`src/rtl/dqs_cal_pkg.sv`:
```
// Shared types and constants for the DQS input-offset calibration block.
// DQS_CAL_MAJORITY_EN selects majority voting over 2^SAMPLES_LOG2 samples per code.
package dqs_cal_pkg;

`ifdef DQS_CAL_MAJORITY_EN
  localparam bit MAJORITY_EN = 1'b1;
`else
  localparam bit MAJORITY_EN = 1'b0;
`endif

  typedef enum logic [2:0] {
    IDLE   = 3'd0,
    SETTLE = 3'd1,
    SAMPLE = 3'd2,
    EVAL   = 3'd3,
    FINISH = 3'd4
  } state_t;

  localparam logic [3:0]        OSC_ZERO = 4'b1000;
  localparam logic signed [3:0] IDX_MIN  = -4'sd7;
  localparam logic signed [3:0] IDX_MAX  = 4'sd7;

  // Sign-magnitude OSC encoding: bit 3 set means a positive (or zero) offset.
  function automatic logic [3:0] idx_to_osc(input logic signed [3:0] idx);
    logic [3:0] mag;
    if (idx < 0) mag = 4'(-idx);
    else         mag = 4'(idx);
    return {~idx[3], mag[2:0]};
  endfunction

endpackage

```
`src/rtl/dqs_offset_cal_if.sv`:
```
// Control handshake plus buffer-side OSC/OSC_EN/O signals of the offset calibrator.
interface dqs_offset_cal_if;
  logic       start;
  logic       buf_o;
  logic [3:0] osc;
  logic [1:0] osc_en;
  logic       busy;
  logic       done;
  logic       err;
  logic [3:0] cal_code;

  modport master (
    output start, buf_o,
    input  osc, osc_en, busy, done, err, cal_code
  );

  modport slave (
    input  start, buf_o,
    output osc, osc_en, busy, done, err, cal_code
  );
endinterface

```
`src/rtl/dqs_cal_vote.sv`:
```
// Per-code sample counter and ones counter with a strict-majority decision.
// With LOG2=0 it degenerates to a single registered sample.
module dqs_cal_vote #(
  parameter int LOG2 = 3
) (
  input  logic clk,
  input  logic rst,
  input  logic clr,
  input  logic en,
  input  logic d,
  output logic last,
  output logic vote
);

  localparam int            W        = LOG2 + 1;
  localparam logic [W-1:0]  LAST_CNT = W'((1 << LOG2) - 1);
  localparam logic [W-1:0]  HALF     = W'((1 << LOG2) / 2);

  // One extra bit so a full run of ones cannot wrap.
  logic [W-1:0] sample_cnt;
  logic [W-1:0] ones;

  always_ff @(posedge clk or posedge rst) begin
    if (rst) begin
      sample_cnt <= '0;
      ones       <= '0;
    end else if (clr) begin
      sample_cnt <= '0;
      ones       <= '0;
    end else if (en) begin
      sample_cnt <= sample_cnt + W'(1);
      ones       <= ones + W'(d);
    end
  end

  assign last = (sample_cnt == LAST_CNT);
  assign vote = (ones > HALF);

endmodule

```
`src/rtl/dqs_offset_cal.sv`:
```
// Offset calibration controller for one IOBUFDSE3 receiver: sweeps OSC from -7 to +7
// and keeps the lowest code where O reads 1. Majority voting via DQS_CAL_MAJORITY_EN.
module dqs_offset_cal
  import dqs_cal_pkg::*;
#(
  parameter int SETTLE_CYCLES = 16,
  parameter int SAMPLES_LOG2  = 3
) (
  input logic             clk,
  input logic             rst,
  dqs_offset_cal_if.slave bus
);

  localparam int            VOTE_LOG2   = MAJORITY_EN ? SAMPLES_LOG2 : 0;
  localparam int            SW          = $clog2(SETTLE_CYCLES + 1);
  localparam logic [SW-1:0] SETTLE_LAST = SW'(SETTLE_CYCLES - 1);

  state_t            state;
  logic signed [3:0] idx;
  logic [SW-1:0]     settle_cnt;
  logic [3:0]        osc_q;
  logic [1:0]        osc_en_q;
  logic [3:0]        cal_q;
  logic [3:0]        cal_code_q;
  logic              busy_q;
  logic              done_q;
  logic              err_q;
  logic [1:0]        sync_q;
  logic              buf_sync;
  logic              vote_last;
  logic              vote;

  // buf_o is asynchronous to clk, so it passes through two flops before use.
  always_ff @(posedge clk or posedge rst) begin
    if (rst) begin
      sync_q <= 2'b00;
    end else begin
      // NOTE: flops use <= so every register samples the values from before the edge.
      sync_q <= {sync_q[0], bus.buf_o};
    end
  end

  assign buf_sync = sync_q[1];

  dqs_cal_vote #(
    .LOG2 (VOTE_LOG2)
  ) u_vote (
    .clk  (clk),
    .rst  (rst),
    .clr  (state == SETTLE),
    .en   (state == SAMPLE),
    .d    (buf_sync),
    .last (vote_last),
    .vote (vote)
  );

  always_ff @(posedge clk or posedge rst) begin
    if (rst) begin
      state      <= IDLE;
      idx        <= IDX_MIN;
      settle_cnt <= '0;
      osc_q      <= OSC_ZERO;
      osc_en_q   <= 2'b00;
      cal_q      <= OSC_ZERO;
      cal_code_q <= OSC_ZERO;
      busy_q     <= 1'b0;
      done_q     <= 1'b0;
      err_q      <= 1'b0;
    end else begin
      done_q <= 1'b0;
      case (state)
        IDLE: begin
          if (bus.start) begin
            idx        <= IDX_MIN;
            osc_q      <= idx_to_osc(IDX_MIN);
            osc_en_q   <= 2'b11;
            busy_q     <= 1'b1;
            err_q      <= 1'b0;
            settle_cnt <= '0;
            state      <= SETTLE;
          end
        end
        SETTLE: begin
          if (settle_cnt == SETTLE_LAST) state <= SAMPLE;
          else                           settle_cnt <= settle_cnt + SW'(1);
        end
        SAMPLE: begin
          if (vote_last) state <= EVAL;
        end
        EVAL: begin
          // A 1 already at -7 means the edge lies below the sweep range.
          if (vote) begin
            cal_q <= idx_to_osc(idx);
            if (idx == IDX_MIN) err_q <= 1'b1;
            state <= FINISH;
          end else if (idx == IDX_MAX) begin
            cal_q <= idx_to_osc(IDX_MAX);
            err_q <= 1'b1;
            state <= FINISH;
          end else begin
            idx        <= idx + 4'sd1;
            osc_q      <= idx_to_osc(idx + 4'sd1);
            settle_cnt <= '0;
            state      <= SETTLE;
          end
        end
        FINISH: begin
          osc_q      <= cal_q;
          cal_code_q <= cal_q;
          osc_en_q   <= 2'b00;
          done_q     <= 1'b1;
          busy_q     <= 1'b0;
          state      <= IDLE;
        end
        default: state <= IDLE;
      endcase
    end
  end

  assign bus.osc      = osc_q;
  assign bus.osc_en   = osc_en_q;
  assign bus.busy     = busy_q;
  assign bus.done     = done_q;
  assign bus.err      = err_q;
  assign bus.cal_code = cal_code_q;

endmodule

```
`src/flat_wrapper.sv`:
```
// flat-port wrapper written by rule: the top's interface ports become plain ports
module dqs_offset_cal_flat import dqs_cal_pkg::*;
#(
  parameter int SETTLE_CYCLES = 16,
  parameter int SAMPLES_LOG2  = 3
)
  (clk, rst, bus_start, bus_buf_o, bus_osc, bus_osc_en, bus_busy, bus_done, bus_err, bus_cal_code);
  dqs_offset_cal_if bus_i ();
  input logic clk;
  input logic rst;
  input wire logic [$bits(bus_i.start)-1:0] bus_start;
  input wire logic [$bits(bus_i.buf_o)-1:0] bus_buf_o;
  output wire logic [$bits(bus_i.osc)-1:0] bus_osc;
  output wire logic [$bits(bus_i.osc_en)-1:0] bus_osc_en;
  output wire logic [$bits(bus_i.busy)-1:0] bus_busy;
  output wire logic [$bits(bus_i.done)-1:0] bus_done;
  output wire logic [$bits(bus_i.err)-1:0] bus_err;
  output wire logic [$bits(bus_i.cal_code)-1:0] bus_cal_code;
  assign bus_i.start = bus_start;
  assign bus_i.buf_o = bus_buf_o;
  assign bus_osc = bus_i.osc;
  assign bus_osc_en = bus_i.osc_en;
  assign bus_busy = bus_i.busy;
  assign bus_done = bus_i.done;
  assign bus_err = bus_i.err;
  assign bus_cal_code = bus_i.cal_code;
  dqs_offset_cal #(.SETTLE_CYCLES(SETTLE_CYCLES), .SAMPLES_LOG2(SAMPLES_LOG2)) u_core (.clk(clk), .rst(rst), .bus(bus_i));
endmodule
```
`config.mk`:
```
export PLATFORM = sky130hd
export DESIGN_NAME = dqs_offset_cal_flat
export DESIGN_NICKNAME = d
export VERILOG_FILES = /design/src/rtl/dqs_cal_pkg.sv /design/src/rtl/dqs_offset_cal_if.sv /design/src/rtl/dqs_cal_vote.sv /design/src/rtl/dqs_offset_cal.sv /design/src/flat_wrapper.sv
export SDC_FILE = /design/constraint.sdc
export NUM_CORES = 1
export LEC_CHECK = 0
export ABC_AREA = 1
export BUFFER_PORTS_ARGS = -buffer_cell sky130_fd_sc_hd__buf_2
export CORE_ASPECT_RATIO = 1.75
export CORE_MARGIN = 5
export CORE_UTILIZATION = 35
export CTS_CLUSTER_SIZE = 10
export DETAILED_ROUTE_END_ITERATION = 7
export GPL_ROUTABILITY_DRIVEN = 0
export PLACE_DENSITY_LB_ADDON = 0.12
export SLEW_MARGIN = 20
export SYNTH_ARGS = -nofsm -noshare
export SYNTH_HDL_FRONTEND = slang
export SYNTH_HIERARCHICAL = 1
export SYNTH_SLANG_ARGS = --single-unit
export TNS_END_PERCENT = 100
```
`constraint.sdc`:
```
create_clock -name clk -period 2.8 [get_ports clk]
set_input_delay 0.14 -clock clk [delete_from_list [all_inputs] [get_ports clk]]
set_output_delay 0.14 -clock clk [all_outputs]
set_load 0.01 [all_outputs]
```
==> impl_metrics.tcl, run 1 <==
set metrics [dict create \
    run_status "finished, final reports clean" \
    ys_types 27 \
    yosys.cell_count.top_type "nand2_1" \
    area_growth_pct 16.8 \
    synthTopCellsByCount "56 x nand2_1, 26 x dfrtp_1, 23 x inv_1" \
    fp-row-count 32 \
    fp.dieH_um 99.6 \
    port_buffers 16 \
    synth-edff-count 0 \
    tightest_slew_ns 0.376 \
    clock_latency_ns 0.28 \
    drc 0 \
    max_cap_violations 0 \
    finalHoldViolCount 0 \
    yosysSeqAreaShare 0.488 \
    tritoncts "yes" \
    vdd_drop_max_v 0.000593 \
    grt_pass1_vias 1315 \
    synth_seq_cells 31 \
    cts_resized 0 \
    yosys_warnings 6 \
    fin_setup_tns_ns 0 \
    clk_pin_slew_ns 0.07 \
    start_kind "register" \
    min_path_type "in2reg" \
    path_cells "ha_1 -> nand2_1 -> nor2_1 -> ha_1 -> inv_1 -> nand2_4 -> nand2_1 -> nand3_2 -> nand2_1 -> o21ai_0" \
    finish.net_count 228 \
    skew_ns 0.00326 \
    crit_path_top_delay_cell "dfrtp_1" \
    setup_violations 0 \
    cpMostUsedCell "nand2_1" \
    core_sq_um 4440 \
    maxSlewHeadroom 0.749 \
    fin_crit_ns 1.69 \
    synth-main-ff-cell "dfrtp_1" \
    wl_per_cell_um 12.9 \
    yosysTopAreaCell "dfrtp_1" \
    htreeDepth 2 \
    cts_root_buf "clkbuf_8" \
    power_density_nw_per_um2 1100 \
    initial_utilization 0.361 \
    place_inst 260 \
    hpwl_um 2640 \
    worstSetupPathType "reg2reg" \
    antenna_cells 0 \
    cp.arrival_ns 1.85 \
    slew_viol_final 0 \
    viasPerCell 4.80 \
    grt_max_degree 30 \
    synth_nets 205 \
    ioPinCount 17 \
    worstPathRequired_ns 2.97 \
    synth_top_cell_area_share 0.406 \
    num_vias 1295 \
    drt_iter0_drc 59 \
    rsz0062_at_grt "no" \
    drive_above_1_share 0.215 \
    postRouteAntennaNets 0 \
    postSynthCellCount 195 \
    antenna_found_initial 0 \
    avgSynthCellArea_sq_um 8.23 \
    yosys-top-cells-area "dfrtp_1 41%, nand2_1 13%, dfstp_2 8.2%" \
    numCtsBuffers 5 \
    cts_sinks 31 \
    dieArea_sq_um 6090 \
    grt_use_total 0.129 \
    stdcell_count 270 \
    fmax_ghz 0.593 \
    synth_area_sq_um 1600 \
    crit_path_end_kind "register" \
    post-route-period-util 0.602 \
    grt_pass1_wl_um 5840 \
    leakage_uw 0.000982 \
    dr.pass1.iters 4 \
    cts_setup_buffers 0 \
    wirelength_um 3490 \
    overflow 0 \
    ys_async_sr_fraction 1.00 \
    max_stage_delay_ns 0.43 \
    critPathMaxFanout 7 \
    clockBufferDepth 2 \
    fp.dieW_um 61.2 \
]
==> state kept, by name (all words and copies together), names as in the netlist, 2 cells and up <==
name,flops
u_core/state,3
u_core/idx,4
u_core/settle_cnt,5
u_core/sync_q,2
u_core/cal_q,4
u_core/bus.osc,4
u_core/bus.cal_code,4
==> critical path: cells and delay by family, from the launching register on <==
family | cells | cell delay [ns]
buf+inv | 1 | 0.11
flops | 1 | 0.43
simple gates | 6 | 0.56
compound gates | 1 | 0.08
fa+ha+maj | 2 | 0.40
==> per-layer routing <==
metal / vias to the layer above / GRT usage / routed length (um) / share of wire
li1: 665 / - / - / -
met1: 602 / 0.130 / 1370 / 0.39
met2: 23 / 0.235 / 1910 / 0.55
met3: 5 / 0.0403 / 149 / 0.043
met4: 0 / 0.0484 / 58 / 0.017
met5: - / 0 / 0 / 0
==> timing repair <==
action / 4_1_cts / 5_1_grt
hold buffers: 2 / 0
hold endpoints to repair: 27 / 0
setup endpoints to repair: 0 / 0
==> layout by cell type, fill, tap and decap left out, types with 3 or more instances in the layout <==
| cell type | Yosys | final |
|---|---|---|
| a21oi_1 | 6 | 6 |
| buf_2 | 0 | 16 |
| clkbuf_8 | 0 | 6 |
| dfrtp_1 | 26 | 26 |
| dfstp_2 | 5 | 5 |
| ha_1 | 6 | 6 |
| inv_1 | 23 | 23 |
| inv_2 | 4 | 4 |
| nand2_1 | 56 | 56 |
| nand2_2 | 4 | 4 |
| nand3_1 | 17 | 17 |
| nand3_2 | 3 | 3 |
| nand4_1 | 3 | 3 |
| nor2_1 | 13 | 13 |
| o21ai_0 | 9 | 9 |
| o21ai_1 | 4 | 4 |
==> final cells by class <==
cell class / instances / area, sq um
sequential: 31 / 782
multi-input combinational: 134 / 701
fill: 461 / 2570
clock inverter: 2 / 35.0
tap: 51 / 63.8
clock buffer: 6 / 82.6
inverter: 27 / 101
timing repair buffer: 19 / 108
==> power by group <==
part	switching [uW]	internal, uW
Sequential	150	629
Clock	172	288
Combinational	527	302
==> cell families (layout without fill, tap and decap cells) <==
| family | after synthesis | after routing | synth area share |
|---|---|---|---|
| and+or+nand+nor | 103 | 103 | 0.304 |
| xor gates and xnor gates | 1 | 1 | 0.00546 |
| adders and majority gates | 6 | 6 | 0.0468 |
| buffers and inverters | 30 | 54 | 0.0757 |
| DFF | 31 | 31 | 0.488 |
| AOI/OAI and AO/OA | 24 | 24 | 0.0803 |
==> worst paths after layout <==
path | from | endpoint | slack (ns) | cells after the start
hold / removal | bus_start | u_core/bus.osc_en[0] | 0.24 | 5
hold reg to reg | u_core/sync_q[0] | u_core/sync_q[1] | 0.36 | 0
max in group asynchronous | rst | u_core/bus.osc[3] | 2.01 | 4
min in group asynchronous | rst | u_core/u_vote/sample_cnt | 0.25 | 3
setup reg to reg | u_core/settle_cnt[0] | u_core/settle_cnt[4] | 1.11 | 10
setup / recovery | u_core/settle_cnt[0] | u_core/settle_cnt[4] | 1.11 | 10
==> per-stage QoR <==
step	setup slack, ns	total power [uW]	area [sq um]	utilization	hold slack (ns)
after floorplan	1.33	1390	1600	-	-0.119
after global placement	1.13	1630	1740	0.390	0.00492
after global routing	0.906	2260	1870	0.421	0.237
after detailed placement	1.11	1630	1740	0.390	0.00331
after CTS	1.11	2100	1870	0.421	0.233
final	1.11	2070	1870	0.421	0.237
Note: power is estimated with default switching activity, not from simulation.
==> inputs of run 2 (changes only) <==
--- a/config.mk
+++ b/config.mk
@@ -5,7 +5,7 @@
 export SDC_FILE = /design/constraint.sdc
 export NUM_CORES = 1
 export LEC_CHECK = 0
-export ABC_AREA = 1
+export ABC_AREA = 0
 export BUFFER_PORTS_ARGS = -buffer_cell sky130_fd_sc_hd__buf_2
 export CORE_ASPECT_RATIO = 1.75
 export CORE_MARGIN = 5
==> constraint.sdc (replaced) <==
create_clock -name clk -period 1.48 [get_ports clk]
set_input_delay 0.074 -clock clk [delete_from_list [all_inputs] [get_ports clk]]
set_output_delay 0.074 -clock clk [all_outputs]
set_load 0.01 [all_outputs]
==> run 2 against run 1 <==
Net effect:
- largest cell class is now multi-input combinational cells
- largest power group unchanged
- sequential power increased by 70%
- the run now ends with setup timing left
- flip-flop and latch count unchanged
- wire length increased by 16%
- clock power increased by 89%
- final area increased by 22%
- setup slack got worse by 1.5 ns
- worst hold slack got worse by 0.050 ns
- die area decreased by 0.20%
- highest routed layer unchanged
- combinational power increased by 150%
- critical path depth decreased by 3
- first-iteration DRC count decreased by 54%
- utilization increased by 9.9 points
==> impl_metrics.tcl, run 2 <==
set metrics [dict create \
    cts_root_buf "clkbuf_8" \
    crit_path_top_delay_cell "dfrtp_1" \
    grt_pass1_vias 1307 \
    crit_family "multiplexers" \
    worst-path-buf-inv 0 \
    synth-compound-area-share 0.145 \
    stdcell_count 265 \
    ioPinCount 17 \
    multiInputGateArea_sq_um 877 \
    top_register "u_core/settle_cnt" \
    cts_sinks 31 \
    grt_use_total 0.138 \
    synth_top_family_by_area "simple AND/OR/NAND/NOR gates" \
    path_cells "ha_2 -> and3_4 -> ha_4 -> mux2i_2 -> a31oi_2 -> or2_1 -> mux2_4" \
    ys_async_sr_fraction 1.00 \
    violations "setup timing" \
    drt_iter0_drc 27 \
    clockBufferDepth 2 \
    synth-main-ff-cell "dfrtp_1" \
    setup_ws_ns -0.349 \
    fin_crit_ns 1.83 \
    final_common_cell "buf_4" \
    synth-edff-count 0 \
    tightest_slew_ns 0.555 \
    htreeDepth 2 \
    wirelength_um 4030 \
    synthAdderAreaFrac 0.0469 \
    dr.pass1.iters 4 \
    yosys_warnings 6 \
    antenna_cells 0 \
    hpwl_um 2920 \
    antenna_found_initial 0 \
    worstPathRequired_ns 1.65 \
    synth_nets 169 \
    pre_cts_slack_ns -0.387 \
    place_inst 249 \
    tritoncts "yes" \
    yosysSeqAreaShare 0.489 \
    postSynthCellCount 159 \
    yosys.cell_count.top_type "dfrtp_1" \
    r2r_cells 7 \
    synthTopCellsByCount "26 x dfrtp_1, 18 x nor2_1, 12 x a21oi_1" \
    dieArea_sq_um 6080 \
    synth_seq_cells 31 \
    port_buffers 16 \
    drive_above_1_share 0.486 \
    grt_max_degree 18 \
    fmax_ghz 0.547 \
    setup_violations 10 \
    initial_utilization 0.363 \
    fp.dieH_um 99.5 \
    yosys-top-cells-area "dfrtp_1 41%, dfstp_2 8.2%, ha_1 4.7%" \
    fp-row-count 32 \
    core_sq_um 4400 \
    max_stage_delay_ns 0.39 \
    start_kind "register" \
    slew_viol_final 0 \
    critPathMaxFanout 3 \
    avgSynthCellArea_sq_um 10.1 \
    synth_top_cell_area_share 0.407 \
    postRouteAntennaNets 0 \
    post-route-period-util 1.24 \
    r2r-start "u_core/settle_cnt[0]" \
    synthMuxAreaShare 0.0407 \
    clk_pin_slew_ns 0.07 \
    run_status "finished, violations left" \
    largest_reg_flops 5 \
    max_cap_violations 0 \
    synth-xor-area-share 0.0383 \
    clock_latency_ns 0.28 \
    r2r-end "u_core/settle_cnt[0]" \
    finalHoldViolCount 0 \
    maxSlewHeadroom 0.630 \
    leakage_uw 0.00101 \
    overflow 0 \
    final_util 0.520 \
    final_cell_mix "32 x buf_4, 24 x dfrtp_1, 17 x buf_2" \
    vdd_drop_max_v 0.00130 \
    rsz0062_at_grt "yes" \
    cp.arrival_ns 2.00 \
    drc 0 \
    synthSimpleGateAreaFrac 0.177 \
    power_density_nw_per_um2 1860 \
    yosysTopAreaCell "dfrtp_1" \
    crit_path_end_kind "register" \
    fp.dieW_um 61.1 \
    seqCellArea_sq_um 785 \
    numCtsBuffers 5 \
    worstSetupPathType "reg2reg" \
    rrSetupSlack_ns -0.35 \
    num_vias 1326 \
    ys_types 37 \
    skew_ns 0.00393 \
    area_growth_pct 43.2 \
    nFillCells 417 \
    synth_area_sq_um 1600 \
    grt_pass1_wl_um 6170 \
    min_path_type "in2async" \
    finish.net_count 223 \
    viasPerCell 5.00 \
    wl_per_cell_um 15.2 \
]
==> run 2: kinds of logic after synthesis <==
kind of cell | after synthesis
AND/OR/NAND/NOR | 54
AO/OA/AOI/OAI | 36
multiplexers | 6
XOR/XNOR | 7
flip-flops | 31
adder cells (fa/ha/maj) | 6
buffers and inverters | 19
==> run 2: repair_timing <==
item,4_1_cts,5_1_grt
hold buffers,2,0
setup buffers,2,5
gates cloned,0,1
pin swaps,6,9
endpoints found under the setup margin,13,21
resized for setup,6,34
hold endpoints to repair,10,0
==> run 2: cell type report <==
class	instances	area share
Clock inverter	2	0.0153
Timing Repair Buffer	56	0.179
Clock buffer	6	0.0360
Inverter	10	0.0164
Sequential cell	31	0.342
Multi-Input combinational cell	109	0.383
Tap cell	51	0.0279
==> run 2: stage by stage <==
| stage | power [uW] | hold slack (ns) | cell area (sq um) | TNS, ns |
|---|---|---|---|---|
| floorplan | 2380 | -0.185 | 1630 | -1.22 |
| global placement | 3020 | -0.0645 | 1970 | -1.59 |
| CTS | 4010 | 0.176 | 2130 | -1.44 |
| finish | 4260 | 0.187 | 2290 | -1.75 |
| global route | 4530 | 0.199 | 2290 | -2.51 |
| detailed placement | 3070 | -0.0589 | 1970 | -1.89 |
==> run 2: how the worst max path moves through the flow <==
| stage | startpoint | endpoint | slack (ns) | cells past startpoint |
|---|---|---|---|---|
| 2_1_floorplan | u_core/settle_cnt[1] | u_core/settle_cnt[0] | -0.30 | 7 |
| 3_3_place_gp | u_core/settle_cnt[1] | u_core/settle_cnt[0] | -0.33 | 7 |
| 3_5_place_dp | u_core/settle_cnt[1] | u_core/settle_cnt[0] | -0.39 | 7 |
| 4_1_cts | u_core/settle_cnt[0] | u_core/settle_cnt[0] | -0.33 | 7 |
| 5_1_grt | u_core/settle_cnt[0] | u_core/settle_cnt[0] | -0.41 | 7 |
| 6_report | u_core/settle_cnt[0] | u_core/settle_cnt[0] | -0.35 | 7 |
==> run 2: worst min-delay path: cells and delay by family <==
| family | cells | cell delay [ns] |
|---|---|---|
| buf+inv | 3 | 0.73 |
==> run 2: power breakdown <==
part	leakage (uW)	internal (uW)	total (uW)	switching [uW]
Clock	0.0000612	544	866	322
Combinational	0.000577	1120	2070	952
Sequential	0.000372	1120	1320	207
Total	0.00101	2780	4260	1480
==> run 2: metal layers <==
layer  wire length, um  vias to the layer above  GRT usage
met4               119                        0     0.0718
met5                 0                        -          0
li1                  -                      642          -
met2              2370                       26      0.241
met1              1400                      648      0.144
met3               142                       10     0.0338
